### src/rtl/riscv_pkg.sv
// Shared fetch-stage constants, fetch FSM state type and an alignment helper.
package riscv_pkg;

  localparam logic [31:0] NOP_INST = 32'h0000_0013;
  localparam logic [31:0] PC_INC   = 32'd4;

  typedef enum logic [1:0] {
    ST_FETCH = 2'd0,
    ST_ISSUE = 2'd1,
    ST_FAULT = 2'd2
  } fetch_state_e;

  function automatic logic is_word_aligned(input logic [31:0] addr);
    return (addr[1:0] == 2'b00);
  endfunction

endpackage

### src/rtl/fetch_unit_if.sv
// Instruction-memory request/response bundle between fetch_unit (master) and memory (slave).
interface fetch_unit_if;

  logic        imem_req;
  logic [31:0] imem_addr;
  logic        imem_ready;
  logic [31:0] imem_rdata;

  modport master (
    output imem_req,
    output imem_addr,
    input  imem_ready,
    input  imem_rdata
  );

  modport slave (
    input  imem_req,
    input  imem_addr,
    output imem_ready,
    output imem_rdata
  );

endinterface

### src/rtl/fetch_pc_next.sv
// Next-PC mux (sequential or redirect). FETCH_ALIGN_CHECK_EN selects between
// flagging misaligned redirect targets and silently word-aligning them.
module fetch_pc_next
  import riscv_pkg::*;
(
  input  logic [31:0] pc,
  input  logic        pc_sel,
  input  logic [31:0] target_pc,
  output logic [31:0] next_pc,
  output logic        misalign_fault
);

  logic [31:0] target_s;

`ifdef FETCH_ALIGN_CHECK_EN
  assign target_s       = target_pc;
  assign misalign_fault = pc_sel & ~is_word_aligned(target_pc);
`else
  logic unused_low_s;
  assign target_s       = {target_pc[31:2], 2'b00};
  assign unused_low_s   = ^target_pc[1:0];
  assign misalign_fault = 1'b0;
`endif

  // Redirect wins over the wrapping sequential increment.
  always_comb begin
    next_pc = pc + PC_INC;
    if (pc_sel) begin
      next_pc = target_s;
    end else begin
      next_pc = pc + PC_INC;
    end
  end

endmodule

### src/rtl/fetch_unit.sv
// Instruction fetch stage: one outstanding word request, holds the fetched
// instruction until consumed. FETCH_ALIGN_CHECK_EN enables the misalign FAULT state.
module fetch_unit
  import riscv_pkg::*;
#(
  parameter logic [31:0] RESET_PC = 32'h0000_0000
) (
  input  logic                clk,
  input  logic                rst,
  fetch_unit_if.master        imem,
  input  logic                stall,
  input  logic                pc_sel,
  input  logic [31:0]         target_pc,
  output logic [31:0]         inst,
  output logic [31:0]         pc,
  output logic                inst_valid,
  output logic                misalign,
  output logic [31:0]         fetch_count
);

  fetch_state_e state_r;
  fetch_state_e state_next_s;

  logic [31:0] fetch_pc_r;
  logic [31:0] inst_r;
  logic [31:0] pc_r;
  logic [31:0] count_r;
  logic        valid_r;
  logic [31:0] next_pc_s;
  logic        fault_s;
  logic        capture_s;
  logic        consume_s;

  // Data arriving outside FETCH is unsolicited and never captured.
  assign capture_s = (state_r == ST_FETCH) & imem.imem_ready;
  assign consume_s = (state_r == ST_ISSUE) & ~stall;

  fetch_pc_next u_pc_next (
    .pc             (pc_r),
    .pc_sel         (pc_sel),
    .target_pc      (target_pc),
    .next_pc        (next_pc_s),
    .misalign_fault (fault_s)
  );

  // State register.
  always_ff @(posedge clk or posedge rst) begin
    if (rst) begin
      state_r <= ST_FETCH;
    end else begin
      state_r <= state_next_s;
    end
  end

  // Next-state logic.
  always_comb begin
    state_next_s = state_r;
    case (state_r)
      ST_FETCH: begin
        if (imem.imem_ready) begin
          state_next_s = ST_ISSUE;
        end else begin
          state_next_s = ST_FETCH;
        end
      end
      ST_ISSUE: begin
        if (stall) begin
          state_next_s = ST_ISSUE;
        end else if (fault_s) begin
`ifdef FETCH_ALIGN_CHECK_EN
          state_next_s = ST_FAULT;
`else
          state_next_s = ST_FETCH;
`endif
        end else begin
          state_next_s = ST_FETCH;
        end
      end
      ST_FAULT: begin
`ifdef FETCH_ALIGN_CHECK_EN
        state_next_s = ST_FAULT;
`else
        state_next_s = ST_FETCH;
`endif
      end
      default: begin
        state_next_s = ST_FETCH;
      end
    endcase
  end

  // Memory request is combinational from state so zero-wait memory can answer at once.
  always_comb begin
    imem.imem_req  = 1'b0;
    imem.imem_addr = fetch_pc_r;
    if (state_r == ST_FETCH) begin
      imem.imem_req = 1'b1;
    end else begin
      imem.imem_req = 1'b0;
    end
  end

  // Fetch PC, held instruction and consume counter.
  always_ff @(posedge clk or posedge rst) begin
    if (rst) begin
      fetch_pc_r <= RESET_PC;
      inst_r     <= NOP_INST;
      pc_r       <= RESET_PC;
      valid_r    <= 1'b0;
      count_r    <= 32'd0;
    end else if (capture_s) begin
      inst_r  <= imem.imem_rdata;
      pc_r    <= fetch_pc_r;
      valid_r <= 1'b1;
    end else if (consume_s) begin
      valid_r <= 1'b0;
      count_r <= count_r + 32'd1;
      if (!fault_s) begin
        fetch_pc_r <= next_pc_s;
      end else begin
        fetch_pc_r <= fetch_pc_r;
      end
    end else begin
      valid_r <= valid_r;
    end
  end

`ifdef FETCH_ALIGN_CHECK_EN
  logic misalign_r;

  // Sticky fault flag; only reset clears it.
  always_ff @(posedge clk or posedge rst) begin
    if (rst) begin
      misalign_r <= 1'b0;
    end else if (consume_s && fault_s) begin
      misalign_r <= 1'b1;
    end else begin
      misalign_r <= misalign_r;
    end
  end

  assign misalign = misalign_r;
`else
  assign misalign = 1'b0;
`endif

  assign inst        = inst_r;
  assign pc          = pc_r;
  assign inst_valid  = valid_r;
  assign fetch_count = count_r;

endmodule

### src/flat_wrapper.sv
// flat-port wrapper written by rule: the top's interface ports become plain ports
module fetch_unit_flat import riscv_pkg::*;
#(
  parameter logic [31:0] RESET_PC = 32'h0000_0000
)
  (clk, rst, stall, pc_sel, target_pc, inst, pc, inst_valid, misalign, fetch_count, imem_imem_req, imem_imem_addr, imem_imem_ready, imem_imem_rdata);
  fetch_unit_if imem_i ();
  input  logic clk;
  input  logic rst;
  input  logic stall;
  input  logic pc_sel;
  input  logic [31:0] target_pc;
  output logic [31:0] inst;
  output logic [31:0] pc;
  output logic inst_valid;
  output logic misalign;
  output logic [31:0] fetch_count;
  output wire logic [$bits(imem_i.imem_req)-1:0] imem_imem_req;
  output wire logic [$bits(imem_i.imem_addr)-1:0] imem_imem_addr;
  input wire logic [$bits(imem_i.imem_ready)-1:0] imem_imem_ready;
  input wire logic [$bits(imem_i.imem_rdata)-1:0] imem_imem_rdata;
  assign imem_imem_req = imem_i.imem_req;
  assign imem_imem_addr = imem_i.imem_addr;
  assign imem_i.imem_ready = imem_imem_ready;
  assign imem_i.imem_rdata = imem_imem_rdata;
  fetch_unit #(.RESET_PC(RESET_PC)) u_core (.clk(clk), .rst(rst), .imem(imem_i), .stall(stall), .pc_sel(pc_sel), .target_pc(target_pc), .inst(inst), .pc(pc), .inst_valid(inst_valid), .misalign(misalign), .fetch_count(fetch_count));
endmodule
### config.mk
export PLATFORM = sky130hd
export DESIGN_NAME = fetch_unit_flat
export DESIGN_NICKNAME = d
export VERILOG_FILES = /design/src/rtl/riscv_pkg.sv /design/src/rtl/fetch_unit_if.sv /design/src/rtl/fetch_pc_next.sv /design/src/rtl/fetch_unit.sv /design/src/flat_wrapper.sv
export SDC_FILE = /design/constraint.sdc
export NUM_CORES = 1
export LEC_CHECK = 0
export BUFFER_PORTS_ARGS = -buffer_cell sky130_fd_sc_hd__buf_2
export CORE_UTILIZATION = 50
export CTS_CLUSTER_SIZE = 14
export DETAILED_ROUTE_END_ITERATION = 12
export GPL_ROUTABILITY_DRIVEN = 1
export PLACE_DENSITY = 0.85
export SLEW_MARGIN = 20
export SYNTH_ARGS = -nofsm -noshare
export SYNTH_HDL_FRONTEND = slang
export SYNTH_HIERARCHICAL = 1
export SYNTH_SLANG_ARGS = --single-unit
### constraint.sdc
create_clock -name clk -period 7.4 [get_ports clk]
set_clock_uncertainty 0.1 [all_clocks]
set_input_delay 0.74 -clock clk [delete_from_list [all_inputs] [get_ports clk]]
set_output_delay 0.74 -clock clk [all_outputs]
set_load 0.05 [all_outputs]
==> impl_metrics.py <==
metrics = {
    "outcome": {
        "status": "finished clean",
    },
    "power_and_ir_drop": {
        "ir_worst_vdd_v": 0.000284,
        "leakage_nw": 3.67,
        "power_density_nw_per_um2": 447,
    },
    "worst_setup_path": {
        "path_max_fanout": 14,
        "slowest_stage": "or3_2",
        "r2r_slack_ps": 4690,
        "criticalPathCategory": "flop to flop",
        "cpPeakStageDelay_ps": 700,
        "crit_path_end_kind": "flop",
        "crit_path_start_kind": "flop",
        "critical_path_arrival_ps": 2960,
        "required_ps": 7650,
        "r2r_start": "u_core/pc[2]",
        "worstReg2RegEnd": "u_core/imem.imem_addr[26]",
        "worst_r2r_path_depth": 6,
        "worstPathCellList": "ha_1 -> nand3_1 -> or3_2 -> or4_1 -> a31oi_1 -> mux2_2",
    },
    "clock_network": {
        "cts_root_buffer": "clkbuf_16",
        "ctsResizeCount": 0,
        "clkTransAtPathRegs_ps": 60,
        "cts_buffer_depth": 2,
        "cts_buffers": 17,
        "cts_setup_buffers": 0,
        "cts_sinks": 130,
        "cts_tree": "yes",
        "cts.htree.levels": 4,
        "insertion_delay_ps": 420,
        "hold_buffers": 0,
    },
    "logic_synthesis": {
        "synth_edf_count": 0,
        "netlist_instances": 512,
        "synthArstFlopShare_pct": 100,
        "ys_types": 48,
        "syn-num-nets": 583,
        "ys_seq_elements": 130,
        "yosysWarnings": 6,
        "ys_seq_area_share_pct": 53.2,
        "synth_area_per_cell_sq_um": 11.9,
        "synth_flop_cell": "dfrtp_1",
        "syn_area_sq_um": 6120,
    },
    "global_route": {
        "antenna_found_initial": 0,
        "grtUsageTotal_pct": 24.3,
        "grt_pass1_wl_microns": 23900,
        "grt_max_degree": 78,
        "grt_pass1_vias": 4841,
        "overflow": 0,
    },
    "floorplan": {
        "row_count": 40,
        "fp.dieArea_sq_um": 12700,
        "dieWidth_microns": 113,
        "io_pins": 200,
        "floorplan.initialDensity_pct": 51.1,
        "core_sq_um": 12000,
        "die_y_microns": 113,
    },
    "routing": {
        "met1Wirelength_microns": 5890,
        "top_layer_used": "met4",
        "detail_route.wl_per_cell_microns": 17.3,
        "drt-pass1-iter-count": 5,
        "via_per_inst": 5.63,
        "dr_wl_met2_microns": 7710,
        "met3_length_microns": 836,
        "finalWirelength_microns": 14900,
        "drtAntennaViolNets": 0,
        "num_vias": 4869,
        "drtIter0Drc": 280,
        "drc_errors": 0,
    },
    "hold_path": {
        "hold_path_class": "primary input to asynchronous set/reset pin",
    },
    "layout": {
        "fin_cells": 865,
        "n_fill_cell": 911,
        "final_cell_mix": "buf_2, dfrtp_1, mux2_2",
        "fin_util_pct": 65.5,
        "final_common_cell": "buf_2",
        "drive_gt1_share_pct": 48.2,
        "nNetsFinal": 776,
        "diodes": 0,
        "syn_to_final_growth_pct": 28.1,
        "fin_area_sq_um": 7840,
    },
    "sta": {
        "setup_viol": 0,
        "relSlewSlack_pct": 31.4,
        "tightestPinTransition_ps": 1030,
        "period_needed_ps": 2710,
        "period_share_pct": 36.7,
        "finalMaxSlewViolations": 0,
        "rsz0062_at_grt": "false",
        "hold_viol_final": 0,
        "finalSetupTns_ps": 0,
        "fmax_mhz": 369,
    },
    "flow_run": {
        "cap_violations": 0,
    },
    "placement": {
        "dp_cells": 833,
        "gp_congestion": 0.828,
        "portBuffers": 196,
        "place_area_sq_um": 7190,
        "dp_hpwl_microns": 10000,
    },
}
[per-stage QoR]
stage / power (mW) / hold slack (ps) / worst slack (ps)
2_1_floorplan: 2.22 / 427 / 3100
3_3_place_gp: 2.53 / 358 / 4580
3_5_place_dp: 2.59 / 361 / 4520
4_1_cts: 3.52 / 336 / 4730
5_1_grt: 3.64 / 379 / 4580
6_report: 3.50 / 315 / 4690
[where the power goes]
part | switching, mW | internal (mW) | leakage [nW]
Sequential | 0.233 | 0.925 | 1.61
Combinational | 1.03 | 0.392 | 1.74
Clock | 0.313 | 0.605 | 0.316
[how the worst max path moves through the flow]
stage	from	end
global placement	pc_sel	u_core/imem.imem_addr[18]
CTS	u_core/pc[2]	u_core/imem.imem_addr[26]
global route	u_core/pc[6]	u_core/imem.imem_addr[30]
detailed placement	pc_sel	u_core/imem.imem_addr[30]
floorplan	rst	u_core/fetch_count[0]
finish	u_core/pc[2]	u_core/imem.imem_addr[26]
[cell type report]
| cell class | count | area, sq um | share of cell area [%] |
|---|---|---|---|
| Sequential cell | 130 | 3260 | 41.6 |
| Multi-Input combinational cell | 348 | 2710 | 34.6 |
| Timing Repair Buffer | 198 | 996 | 12.7 |
| Clock buffer | 18 | 439 | 5.60 |
| Clock inverter | 14 | 211 | 2.70 |
| Tap cell | 147 | 184 | 2.35 |
| Inverter | 10 | 40.0 | 0.511 |
[per-layer routing]
| metal | vias up | track usage (%) |
|---|---|---|
| li1 | 2218 | - |
| met1 | 2387 | 28.4 |
| met2 | 215 | 41.4 |
| met3 | 49 | 5.56 |
| met4 | 0 | 13.4 |
| met5 | - | 0 |
[Yosys cell counts (4+ instances only)]
cell type	count	share of area, %
o31ai_1	8	0.98
dfrtp_1	127	52
buf_2	9	0.74
nor2b_1	4	0.41
nor3_1	7	0.57
xnor2_1	35	5.0
nor4_1	4	0.41
nor3_2	4	0.65
mux2_2	94	17
xor2_1	10	1.4
nand3_1	16	1.3
or4_1	9	1.1
and3_1	10	1.0
nand2_1	45	2.8
inv_1	9	0.55
a31oi_1	13	1.3
nand4_1	13	1.3
clkbuf_1	9	0.55
nor2_1	23	1.4
o21ai_0	20	1.6
[cell families after synthesis]
family	synth area share (%)
buffers and inverters	2.70
adders and majority gates	0.409
and+or+nand+nor	14.9
xor gates and xnor gates	6.44
DFF	53.2
other	0.123
AOI/OAI and AO/OA	4.34
muxes	17.9
[critical path: cells and delay by family (launching register included)]
family                     cells  cell delay, ps
AOI/OAI and AO/OA              1             200
adders and majority gates      1             240
and+or+nand+nor                3            1470
muxes                          1             190
DFF                            1             440
[flip-flops by register name (all words and copies together), names as in the netlist]
signal,count
u_core/state_r,1
u_core/fetch_count,32
u_core/inst_valid,1
u_core/pc,32
u_core/inst,32
u_core/imem.imem_addr,32
Power figures use the tool's default switching activity.
